<file path="src/rtl/wave_capture.sv">
// Captures one screen of audio samples, starting at a rising zero crossing, into the
// half of a double-buffered waveform RAM the display is not reading; flips halves when the display is idle.
module wave_capture #(
   parameter int DEPTH_LOG2 = 8
) (
   input  logic                  clk,
   input  logic                  reset,
   input  logic                  new_sample_ready,
   input  logic [15:0]           new_sample_in,
   input  logic                  wave_display_idle,
   output logic [DEPTH_LOG2:0]   write_address,
   output logic                  write_enable,
   output logic [7:0]            write_sample,
   output logic                  read_index
);

   typedef enum logic [1:0] {
      S_ARMED,
      S_ACTIVE,
      S_WAIT
   } state_t;

   state_t                state_q;
   logic [DEPTH_LOG2-1:0] count_q;
   logic                  read_index_q;
   logic                  prev_neg_q;
   logic                  write_enable_q;
   logic [DEPTH_LOG2:0]   write_address_q;
   logic [7:0]            write_sample_q;

   logic [7:0]            sample_d;
   logic                  crossing;
   logic                  last_write;

   // Top byte with the sign bit inverted maps signed audio onto 0x00..0xFF.
   assign sample_d   = {~new_sample_in[15], new_sample_in[14:8]};
   assign crossing   = new_sample_ready & prev_neg_q & ~new_sample_in[15];
   assign last_write = (count_q == {DEPTH_LOG2{1'b1}});

   // NOTE: every register in this block uses <= so all of them update from the
   // same pre-edge values; a blocking = here would let later lines see new state.
   always_ff @(posedge clk or posedge reset) begin
      if (reset) begin
         state_q         <= S_ARMED;
         count_q         <= '0;
         read_index_q    <= 1'b0;
         prev_neg_q      <= 1'b0;
         write_enable_q  <= 1'b0;
         write_address_q <= '0;
         write_sample_q  <= '0;
      end else begin
         write_enable_q <= 1'b0;
         if (new_sample_ready) begin
            prev_neg_q <= new_sample_in[15];
         end

         case (state_q)
            S_ARMED: begin
               if (crossing) begin
                  write_enable_q  <= 1'b1;
                  write_address_q <= {~read_index_q, {DEPTH_LOG2{1'b0}}};
                  write_sample_q  <= sample_d;
                  count_q         <= {{(DEPTH_LOG2-1){1'b0}}, 1'b1};
                  state_q         <= S_ACTIVE;
               end
            end

            S_ACTIVE: begin
               if (new_sample_ready) begin
                  write_enable_q  <= 1'b1;
                  write_address_q <= {~read_index_q, count_q};
                  write_sample_q  <= sample_d;
                  count_q         <= count_q + {{(DEPTH_LOG2-1){1'b0}}, 1'b1};
                  if (last_write) begin
                     state_q <= S_WAIT;
                  end
               end
            end

            S_WAIT: begin
               // The flip waits for idle so the display never sees a half-drawn buffer.
               if (wave_display_idle) begin
                  read_index_q <= ~read_index_q;
                  state_q      <= S_ARMED;
               end
            end

            default: state_q <= S_ARMED;
         endcase
      end
   end

   assign write_address = write_address_q;
   assign write_enable  = write_enable_q;
   assign write_sample  = write_sample_q;
   assign read_index    = read_index_q;

endmodule

</file>
<file path="config.mk">
export PLATFORM = sky130hd
export DESIGN_NAME = wave_capture
export DESIGN_NICKNAME = d
export VERILOG_FILES = /design/src/rtl/wave_capture.sv
export SDC_FILE = /design/constraint.sdc
export NUM_CORES = 1
export LEC_CHECK = 0
export ABC_CLOCK_PERIOD_IN_PS = 1500
export BUFFER_PORTS_ARGS = -buffer_cell sky130_fd_sc_hd__buf_2
export CORE_ASPECT_RATIO = 2
export CORE_MARGIN = 2
export CORE_UTILIZATION = 35
export CTS_BUF_LIST = sky130_fd_sc_hd__clkbuf_4 sky130_fd_sc_hd__clkbuf_8
export DETAILED_ROUTE_END_ITERATION = 16
export PLACE_DENSITY = 0.58
export SETUP_SLACK_MARGIN = 0.2
export SYNTH_ARGS = -nofsm -noshare
export SYNTH_HDL_FRONTEND = slang
export SYNTH_SLANG_ARGS = --single-unit
</file>
<file path="constraint.sdc">
create_clock -name clk -period 1.5 [get_ports clk]
set_input_delay 0.225 -clock clk [delete_from_list [all_inputs] [get_ports clk]]
set_output_delay 0.225 -clock clk [all_outputs]
set_load 0.05 [all_outputs]
</file>
# Word level (Yosys, flattened, before mapping)
# Index checks and enable logic that the tools add are counted.
[word_totals]
ff_bits = 30
out_inout_bits = 19
wordCells = 41
[op_classes]
addsub = 1
n_eq_ne = 7
muxes = 17
bitwise = 4
reduce_logical = 5
[op_table]
columns = ["cell", "n"]
rows = [
  ["8-bit 2-to-1 mux", 4],
  ["8-bit case mux with 2 select lines", 2],
  ["9-bit 2-to-1 mux", 2],
  ["9-bit case mux with 2 select lines", 1],
  ["8-bit by 1-bit adder with 8-bit output, second input constant", 1],
  ["8-bit == test, second input constant", 1],
  ["2-bit 2-to-1 mux", 4],
  ["2-bit != test, second input constant", 4],
  ["2-bit case mux with 3 select lines", 1],
  ["4-bit AND reduction", 1],
  ["3-bit AND reduction", 1],
  ["1-bit bitwise AND", 2],
  ["2-bit by 1-bit == test with 1-bit output, second input constant", 1],
  ["2-bit == test, second input constant", 1],
  ["2-bit zero test", 1],
  ["1-bit 2-to-1 mux", 2],
  ["1-bit NOT", 2],
  ["1-bit case mux with 2 select lines", 1],
  ["2-bit AND reduction", 1],
  ["2-bit nonzero test", 1],
]

# Logic depth before layout (Yosys ltp)
# Gate-level depths: netlist of the first run.
[logic_depth]
depth_word = 4
ltp_mapped = 6

# Worst setup path before layout of the first run
# OpenSTA, ideal clock, no wires.
[synth_timing]
path_kind = "flip-flop to flip-flop"
start = "reg state_q[1]"
end = "reg write_sample_q[2] (netlist: write_sample[2])"
setup_time_ps = 125
t_arrival_ps = 1236
required_ps = 1375
setup_slack_ps = 139
stages_incl_launch_ff = 6
synth_period_minus_slack_ps = 1361
path_cell_list = "dfrtp_1 > nand2b_4 > a21o_4 > inv_6 > buf_8 > mux2_4"
[synth_between]
elab_chain_cells = 3
word_cells_on_any_way = 7
classes_between = "eq/ne (3); mux (1); reduce/logical (3)"
[synth_lines]
columns = ["element", "line", "rtl"]
rows = [
  ["start: declaration", "23", "state_t state_q;"],
  ["start signal: assignment", "44", "state_q <= S_ARMED;"],
  ["start signal: assignment", "64", "state_q <= S_ACTIVE;"],
  ["start signal: assignment", "75", "state_q <= S_WAIT;"],
  ["2-bit by 1-bit == test with 1-bit output or 2-bit zero test (tied branches)", "57", "case (state_q)"],
  ["2-bit != test (no line) or 2-bit nonzero test (tied branches)", "n/a", ""],
  ["3-bit AND reduction (no line)", "n/a", ""],
  ["end signal: assignment", "62", "write_sample_q <= sample_d;"],
  ["end signal: assignment", "72", "write_sample_q <= sample_d;"],
  ["end: declaration", "29", "logic [7:0] write_sample_q;"],
]
# Several ways; a longest one is shown, not always the timed one.
# A chain may end at the register's enable or synchronous reset.

# Worst setup path in the final report of the first run
[layout_timing]
start = "reg state_q[1]"
end = "reg write_address_q[1] (netlist: write_address[1])"
[layout_between]
elab_chain_cells = 3
word_cells_on_any_way = 7
classes_between = "eq/ne (3); mux (1); reduce/logical (3)"
[layout_lines]
columns = ["element", "line", "rtl"]
rows = [
  ["2-bit by 1-bit == test with 1-bit output or 2-bit zero test (tied branches)", "57", ""],
  ["2-bit != test (no line) or 2-bit nonzero test (tied branches)", "n/a", ""],
  ["3-bit AND reduction (no line)", "n/a", ""],
  ["end signal: assignment", "61", "write_address_q <= {~read_index_q, {DEPTH_LOG2{1'b0}}};"],
  ["end signal: assignment", "71", "write_address_q <= {~read_index_q, count_q};"],
  ["end: declaration", "28", "logic [DEPTH_LOG2:0] write_address_q;"],
]
# Several ways; a longest one is shown, not always the timed one.

==> results of run 1 <==
per-layer routing:
| layer | track usage, % | share of wire, % |
|---|---|---|
| met1 | 17.0 | 37 |
| met5 | 0 | 0 |
| met2 | 27.5 | 56 |
| met3 | 4.19 | 4.5 |
| met4 | 8.10 | 2.2 |
registers in the layout, indices dropped and copies added (netlist names):
name / count
prev_neg_q: 1
count_q: 8
write_address: 9
state_q: 2
write_sample: 8
write_enable: 1
read_index: 1
placed cells by master, fill, tap and decap left out, types with 2 or more instances in the layout:
master / instances
nand4b_1: 5
nand4_1: 2
o21ai_1: 4
buf_2: 30
inv_1: 12
nand2b_4: 3
o21ai_0: 6
o21ai_2: 2
a21oi_1: 3
mux2i_1: 4
dfrtp_2: 2
buf_4: 13
o31ai_1: 2
or3_1: 3
a22o_1: 2
dfrtp_1: 28
buf_6: 2
mux2_4: 7
or4_4: 2
nand2_1: 4
clkbuf_8: 6
xor2_1: 2
logic make-up after synthesis:
kind of cell    share of synthesized area [%]
simple gates                             15.7
flops                                    54.4
compound gates                           10.9
buf+inv                                  6.89
fa+ha+maj                               0.906
xor+xnor                                 1.27
mux                                      9.97
worst register-to-register path, cell delays in order, from the launching register on:
cell     delay, ps
dfrtp_1        390
buf_6          130
buf_4          150
or4_1          510
o21ai_1         90
cell type report:
class                   instances  area share [%]
repair buffers                 45            14.6
multi-input cells              67            33.1
flip-flops and latches         30            40.7
clock inverters                 1           0.270
inverters                      13            3.04
clock buffers                   7            4.86
well taps                      51            3.45
where the power goes:
part	switching [mW]	total (mW)	internal (mW)
clock	0.291	0.678	0.387
combinational	0.696	1.07	0.374
sequential	0.123	1.10	0.981
total	1.11	2.85	1.74
metrics by stage:
stage                     worst slack, ps  utilization (%)  total power, mW
after global routing                  140             48.7             3.01
after global placement                111             42.6             2.05
after CTS                             157             47.0             2.84
final                                 168             48.7             2.85
after detailed placement             87.8             42.6             2.07
after floorplan                       139                -             1.79
what timing repair did:
| action | 4_1_cts | 5_1_grt |
|---|---|---|
| setup buffers | 5 | 2 |
| endpoints found under the setup margin | 21 | 20 |
| pin swaps | 5 | 5 |
| resized for setup | 12 | 13 |
path summary, 6_finish.rpt:
| check | slack, ps | endpoint | from | depth (start not counted) |
|---|---|---|---|---|
| max in group asynchronous | 1190 | count_q[5] | reset | 3 |
| min reg2reg | 490 | read_index | read_index | 1 |
| max | 170 | write_address[1] | state_q[1] | 4 |
| min in group clk | 130 | state_q[1] | wave_display_idle | 2 |
| min | 10 | write_sample[4] | reset | 3 |
| max reg2reg | 170 | write_address[1] | state_q[1] | 4 |
cell usage after synthesis (all sizes together) (2+ instances only):
cell    instances
mux2i           4
or4             3
nand4           2
mux2            8
a21oi           4
nand2           4
buf             3
inv            13
nor3            3
o21ai          12
nand2b          3
dfrtp          30
nand4b          6
nand3           2
or3             4
xor2            2
o31ai           2
a22o            2
==> report_table.html, run 1 <==
<table>
<tr><th>Metric</th><th>Value</th></tr>
<tr><th colspan="2">Status</th></tr>
<tr><td>Outcome</td><td>finished, final reports clean</td></tr>
<tr><th colspan="2">Critical path</th></tr>
<tr><td>Data required time at the worst endpoint</td><td>1710 ps</td></tr>
<tr><td>Arrival @ worst endpoint</td><td>1540 ps</td></tr>
<tr><td>Element type at the critical path start</td><td>flop</td></tr>
<tr><td>Slowest stage delay, CP</td><td>510 ps</td></tr>
<tr><td>Critical path type</td><td>reg2reg</td></tr>
<tr><td>Critical Path Slowest Stage Cell</td><td>or4_1</td></tr>
<tr><td>Sequence of cells on the critical path</td><td>buf_6 &gt; buf_4 &gt; or4_1 &gt; o21ai_1</td></tr>
<tr><td>Critical Path End Type</td><td>flop</td></tr>
<tr><td>Cell type group with the largest total delay on the critical path</td><td>simple AND/OR/NAND/NOR gates</td></tr>
<tr><td>Critical path buffers and inverters</td><td>2</td></tr>
<tr><td>Largest fanout on the critical path</td><td>7</td></tr>
<tr><th colspan="2">STA</th></tr>
<tr><td>Setup-violating endpoint count in the final report</td><td>0</td></tr>
<tr><td>Setup repair after global routing missed its margin</td><td>true</td></tr>
<tr><td>Final worst path period share</td><td>88.8%</td></tr>
<tr><td>Layout Skew</td><td>6.55 ps</td></tr>
<tr><td>Max Clk Rate</td><td>751 MHz</td></tr>
<tr><td>Final slew viol count</td><td>0</td></tr>
<tr><td>Count of endpoints failing hold in the final timing report</td><td>0</td></tr>
<tr><td>Measured slew at the worst slew-check pin</td><td>372 ps</td></tr>
<tr><td>Worst slew margin</td><td>75.2%</td></tr>
<tr><td>Fin Hold WS</td><td>9.81 ps</td></tr>
<tr><td>Accumulated negative setup slack</td><td>0 ps</td></tr>
<tr><td>Final worst path period need</td><td>1330 ps</td></tr>
<tr><th colspan="2">Yosys</th></tr>
<tr><td>Gate count after technology mapping</td><td>114</td></tr>
<tr><td>Seq cells post-synth</td><td>30</td></tr>
<tr><td>Nets in the synthesized netlist</td><td>135</td></tr>
<tr><td>Average size of a mapped cell</td><td>12.1 sq um</td></tr>
<tr><td>Ranking of synthesized cells by area</td><td>dfrtp_1 (54%), mux2_2 (4.9%), o21ai_0 (4.0%)</td></tr>
<tr><td>Number of enable-type register cells in the synthesized netlist</td><td>0</td></tr>
<tr><td>Cell type contributing the most total cell area after synthesis</td><td>dfrtp_1</td></tr>
<tr><td>Yosys cell types</td><td>32</td></tr>
<tr><td>Combined area of all synthesized cells</td><td>0.00138 sq mm</td></tr>
<tr><td>Portion of the post-synthesis area used by sequential elements</td><td>54.4%</td></tr>
<tr><td>Number of warnings reported in the yosys synthesis log</td><td>0</td></tr>
<tr><td>Async set-reset flop share out of synthesis</td><td>100%</td></tr>
<tr><td>Most frequently used flop master after synthesis</td><td>dfrtp_1</td></tr>
<tr><td>Fraction of synthesized cell area taken by the top area cell type</td><td>54.4%</td></tr>
<tr><th colspan="2">Routing</th></tr>
<tr><td>Via count</td><td>1069</td></tr>
<tr><td>Routed wire length</td><td>3.05 mm</td></tr>
<tr><td>Routed wire per std cell</td><td>14.3 microns</td></tr>
<tr><td>First-pass iteration count of the detailed router</td><td>4</td></tr>
<tr><td>Number of DRC markers after the initial detailed-route iteration</td><td>14</td></tr>
<tr><td>Routed via count divided by cell count</td><td>5.00</td></tr>
<tr><td>Post-detailed-route count of antenna-violating nets</td><td>0</td></tr>
<tr><td>Number of DRC violations after detailed routing</td><td>0</td></tr>
<tr><th colspan="2">Die</th></tr>
<tr><td>Core region area</td><td>0.00380 sq mm</td></tr>
<tr><td>Die H</td><td>92.8 microns</td></tr>
<tr><td>Cell row count</td><td>32</td></tr>
<tr><td>Die outline width</td><td>48.4 microns</td></tr>
<tr><td>Initial Util</td><td>36.3%</td></tr>
<tr><td>Area enclosed by the die boundary</td><td>0.00449 sq mm</td></tr>
<tr><td>Number of primary I/O pins</td><td>39</td></tr>
<tr><th colspan="2">Cells and area</th></tr>
<tr><td>Cell Count, Final, Fillers Out</td><td>214</td></tr>
<tr><td>Area of all placed cells without fillers</td><td>0.00185 sq mm</td></tr>
<tr><td>Proportion of layout cells with a drive suffix above 1</td><td>49.1%</td></tr>
<tr><td>Count of antenna diodes in the layout</td><td>0</td></tr>
<tr><td>Area occupied by registers</td><td>753 sq um</td></tr>
<tr><td>Layout-stage area growth over the synthesis result</td><td>34.2%</td></tr>
<tr><td># nets final</td><td>183</td></tr>
<tr><td>Footprint of the multi-input gates</td><td>613 sq um</td></tr>
<tr><td>Count of filler cells inserted in the layout</td><td>362</td></tr>
<tr><th colspan="2">Placement</th></tr>
<tr><td>Post-DP HPWL</td><td>2.19 mm</td></tr>
<tr><td>Count of input and output buffers</td><td>30</td></tr>
<tr><td>Placer congestion estimate</td><td>0.863</td></tr>
<tr><td>Instance area at placement</td><td>0.00162 sq mm</td></tr>
<tr><td>Count of placed standard cells including taps</td><td>199</td></tr>
<tr><th colspan="2">CTS</th></tr>
<tr><td>Worst-case clock buffer depth</td><td>2</td></tr>
<tr><td>Clock tree from TritonCTS</td><td>built</td></tr>
<tr><td>Clk root buf</td><td>clkbuf_8</td></tr>
<tr><td>Clk_lat worst skew</td><td>280 ps</td></tr>
<tr><td>Num Clock Sinks</td><td>30</td></tr>
<tr><td>TritonCTS buffer count</td><td>5</td></tr>
<tr><td>Post-CTS clock slew at the launch and capture registers of the worst setup and hold paths</td><td>70 ps</td></tr>
<tr><td>Hold Buf Count CTS</td><td>0</td></tr>
<tr><td>H-tree level count</td><td>2</td></tr>
<tr><th colspan="2">Flow run</th></tr>
<tr><td>Maximum capacitance violations</td><td>0</td></tr>
<tr><th colspan="2">Power</th></tr>
<tr><td>Worst VDD drop</td><td>0.904 mV</td></tr>
<tr><td>Power density over the cells</td><td>1540 mW/mm^2</td></tr>
<tr><td>Static Leakage</td><td>0.891 nW</td></tr>
<tr><th colspan="2">Global route</th></tr>
<tr><td>Global-route wire length before repair</td><td>5.40 mm</td></tr>
<tr><td>Antenna violations before repair</td><td>0</td></tr>
<tr><td>Residual overflow from global routing</td><td>0</td></tr>
<tr><td>Via count of the first global-routing pass</td><td>1158</td></tr>
<tr><td>GRT Total Usage</td><td>15.7%</td></tr>
<tr><td>Largest net degree at the start of global routing</td><td>31</td></tr>
<tr><th colspan="2">Hold path</th></tr>
<tr><td>Kind of path behind the tightest hold check</td><td>in2async</td></tr>
</table>
(Power assumes the default switching activity.)
==> inputs of run 2 (changes only) <==
Settings changed: GPL_TIMING_DRIVEN set to 0.
==> report_table.html, run 2 (same netlist as run 1, synthesis figures left out) <==
<table>
<tr><th>Metric</th><th>Value</th></tr>
<tr><th colspan="2">Status</th></tr>
<tr><td>Outcome</td><td>finished, final reports clean</td></tr>
<tr><th colspan="2">Cells and area</th></tr>
<tr><td>Post-Route Utilization</td><td>47.1% (-1.6 points)</td></tr>
<tr><td>Count of filler cells inserted in the layout</td><td>352 (-2.8%)</td></tr>
<tr><td>Leading cell type in the layout, fill and taps excluded</td><td>buf_2</td></tr>
<tr><td>Cell Count, Final, Fillers Out</td><td>208 (-2.8%)</td></tr>
<tr><td>Area of all placed cells without fillers</td><td>0.00179 sq mm (-3.3%)</td></tr>
<tr><td>Count of antenna diodes in the layout</td><td>0 (unchanged)</td></tr>
<tr><td>Proportion of layout cells with a drive suffix above 1</td><td>45.9% (-3.2 points)</td></tr>
<tr><td># nets final</td><td>179 (-2.2%)</td></tr>
<tr><td>Most frequent cells in the layout</td><td>buf_2 (30), dfrtp_1 (26), o21ai_0 (11), inv_1 (11), buf_4 (7)</td></tr>
<tr><td>Layout-stage area growth over the synthesis result</td><td>29.7%</td></tr>
<tr><td>Max FFs per register</td><td>9 (unchanged)</td></tr>
<tr><th colspan="2">STA</th></tr>
<tr><td>Count of endpoints failing hold in the final timing report</td><td>0 (unchanged)</td></tr>
<tr><td>Final worst path period need</td><td>1370 ps (+33.4 ps)</td></tr>
<tr><td>Worst slew margin</td><td>25.8% (-49 points)</td></tr>
<tr><td>Final slew viol count</td><td>0 (unchanged)</td></tr>
<tr><td>Final worst path period share</td><td>91.0% (+2.2 points)</td></tr>
<tr><td>Measured slew at the worst slew-check pin</td><td>1110 ps (+740 ps)</td></tr>
<tr><td>Accumulated negative setup slack</td><td>0 ps (unchanged)</td></tr>
<tr><td>Setup repair after global routing missed its margin</td><td>true</td></tr>
<tr><td>Max Clk Rate</td><td>732 MHz (-2.4%)</td></tr>
<tr><td>Layout Skew</td><td>10.5 ps (+3.91 ps)</td></tr>
<tr><td>Setup-violating endpoint count in the final report</td><td>0 (unchanged)</td></tr>
<tr><th colspan="2">Critical path</th></tr>
<tr><td>Element type at the critical path start</td><td>flop</td></tr>
<tr><td>Largest fanout on the critical path</td><td>6 (-1)</td></tr>
<tr><td>Arrival @ worst endpoint</td><td>1520 ps (-20 ps)</td></tr>
<tr><td>Data required time at the worst endpoint</td><td>1660 ps (-50 ps)</td></tr>
<tr><td>Critical path type</td><td>reg2reg</td></tr>
<tr><td>Critical Path End Type</td><td>flop</td></tr>
<tr><th colspan="2">Global route</th></tr>
<tr><td>Residual overflow from global routing</td><td>0 (unchanged)</td></tr>
<tr><td>Via count of the first global-routing pass</td><td>1067 (-7.9%)</td></tr>
<tr><td>GRT Total Usage</td><td>15.4% (-0.25 points)</td></tr>
<tr><td>Largest net degree at the start of global routing</td><td>31 (unchanged)</td></tr>
<tr><td>Antenna violations before repair</td><td>0 (unchanged)</td></tr>
<tr><td>Global-route wire length before repair</td><td>5.25 mm (-2.7%)</td></tr>
<tr><th colspan="2">CTS</th></tr>
<tr><td>Worst-case clock buffer depth</td><td>2 (unchanged)</td></tr>
<tr><td>Clk_lat worst skew</td><td>280 ps (about the same)</td></tr>
<tr><td>TritonCTS buffer count</td><td>5 (unchanged)</td></tr>
<tr><td>Hold Buf Count CTS</td><td>0 (unchanged)</td></tr>
<tr><td>Clk root buf</td><td>clkbuf_8</td></tr>
<tr><td>Clock tree from TritonCTS</td><td>built</td></tr>
<tr><td>H-tree level count</td><td>2 (unchanged)</td></tr>
<tr><td>Post-CTS clock slew at the launch and capture registers of the worst setup and hold paths</td><td>60 ps (about the same)</td></tr>
<tr><td>Num Clock Sinks</td><td>30 (unchanged)</td></tr>
<tr><th colspan="2">Hold path</th></tr>
<tr><td>Kind of path behind the tightest hold check</td><td>in2reg</td></tr>
<tr><th colspan="2">Routing</th></tr>
<tr><td>Post-detailed-route count of antenna-violating nets</td><td>0 (unchanged)</td></tr>
<tr><td>Top routing layer used</td><td>met4</td></tr>
<tr><td>Number of DRC markers after the initial detailed-route iteration</td><td>28 (+14)</td></tr>
<tr><td>Post-route met1 wirelength</td><td>1.09 mm (-3.2%)</td></tr>
<tr><td>Routed via count divided by cell count</td><td>5.08 (+1.6%)</td></tr>
<tr><td>Routed length on met3</td><td>145 microns (+6.6%)</td></tr>
<tr><td>Number of DRC violations after detailed routing</td><td>0 (unchanged)</td></tr>
<tr><td>Routed wire per std cell</td><td>14.6 microns (+2.6%)</td></tr>
<tr><td>First-pass iteration count of the detailed router</td><td>4 (unchanged)</td></tr>
<tr><td>Routed wl met2</td><td>1.75 mm (+1.5%)</td></tr>
<tr><td>Via count</td><td>1056 (-1.2%)</td></tr>
<tr><td>Routed wire length</td><td>3.04 mm (-0.23%)</td></tr>
<tr><th colspan="2">Placement</th></tr>
<tr><td>Count of placed standard cells including taps</td><td>194 (-2.5%)</td></tr>
<tr><td>Placer congestion estimate</td><td>0.733 (-15%)</td></tr>
<tr><td>Post-DP HPWL</td><td>2.12 mm (-3.1%)</td></tr>
<tr><td>Instance area at placement</td><td>0.00160 sq mm (-1.5%)</td></tr>
<tr><td>Count of input and output buffers</td><td>29 (-3.3%)</td></tr>
<tr><th colspan="2">Die</th></tr>
<tr><td>Initial Util</td><td>36.3% (unchanged)</td></tr>
<tr><td>Number of primary I/O pins</td><td>39 (unchanged)</td></tr>
<tr><td>Die H</td><td>92.8 microns (unchanged)</td></tr>
<tr><td>Cell row count</td><td>32 (unchanged)</td></tr>
<tr><td>Core region area</td><td>0.00380 sq mm (unchanged)</td></tr>
<tr><td>Die outline width</td><td>48.4 microns (unchanged)</td></tr>
<tr><td>Area enclosed by the die boundary</td><td>0.00449 sq mm (unchanged)</td></tr>
<tr><th colspan="2">Power</th></tr>
<tr><td>Static Leakage</td><td>0.844 nW (-5.3%)</td></tr>
<tr><td>Final Power</td><td>2.70 mW (-5.2%)</td></tr>
<tr><td>Power density over the cells</td><td>1510 mW/mm^2 (-1.9%)</td></tr>
<tr><td>Worst VDD drop</td><td>0.803 mV (-11%)</td></tr>
<tr><th colspan="2">Flow run</th></tr>
<tr><td>Maximum capacitance violations</td><td>0 (unchanged)</td></tr>
</table>
==> run 2: cell types whose count changed in the layout (fill, tap and decap cells not counted), sizes merged <==
cell and change:
clkbuf -1, buf -4, clkinv -1
==> run 2: report_power, final <==
group	switching [mW]	leakage, nW	internal (mW)
sequential	0.162	0.369	0.988
clock	0.274	0.0431	0.353
combinational	0.622	0.431	0.305
==> run 2: metal layers <==
metal,global-route usage (%),vias up
met5,0,-
met4,7.14,0
met3,4.35,8
met2,28.6,38
met1,15.6,518
li1,-,492
==> run 2: path summary, 6_finish.rpt <==
kind | startpoint | to | slack (ps) | cells after the start
worst max-delay path | state_q[1] | write_sample[3] | 130 | 5
worst min-delay path | wave_display_idle | state_q[1] | 140 | 2
worst max register to register | state_q[1] | write_sample[3] | 130 | 5
worst min register to register | read_index | read_index | 500 | 1
max in group asynchronous | reset | count_q[1] | 520 | 2
min in group asynchronous | reset | write_sample[7] | 220 | 2
==> run 2: repair_timing <==
item | 4_1_cts | 5_1_grt
pin swaps | 2 | 5
gates cloned | 0 | 0
endpoints found under the setup margin | 13 | 25
buffers inserted | 4 | 4
gates resized for setup | 8 | 7
==> run 2: metrics by stage <==
step,worst slack (ps),hold WS (ps)
5_1_grt,90.6,144
6_report,135,137
4_1_cts,129,138
2_1_floorplan,139,315
3_5_place_dp,21.6,436
3_3_place_gp,57.3,419
==> run 2: critical path: stages, from the launching register on <==
cell      delay, ps
dfrtp_1         400
nand2b_4        170
a21o_4          200
inv_6            80
buf_8           110
mux2_4          290
==> run 2: layout make-up <==
type	instances	area, sq um	area share [%]
Tap cell	51	63.8	3.56
Multi-Input combinational cell	67	583	32.6
Sequential cell	30	756	42.2
Inverter	13	53.8	3.00
Clock buffer	6	82.6	4.61
Timing Repair Buffer	37	209	11.7
Buffer	4	42.5	2.38
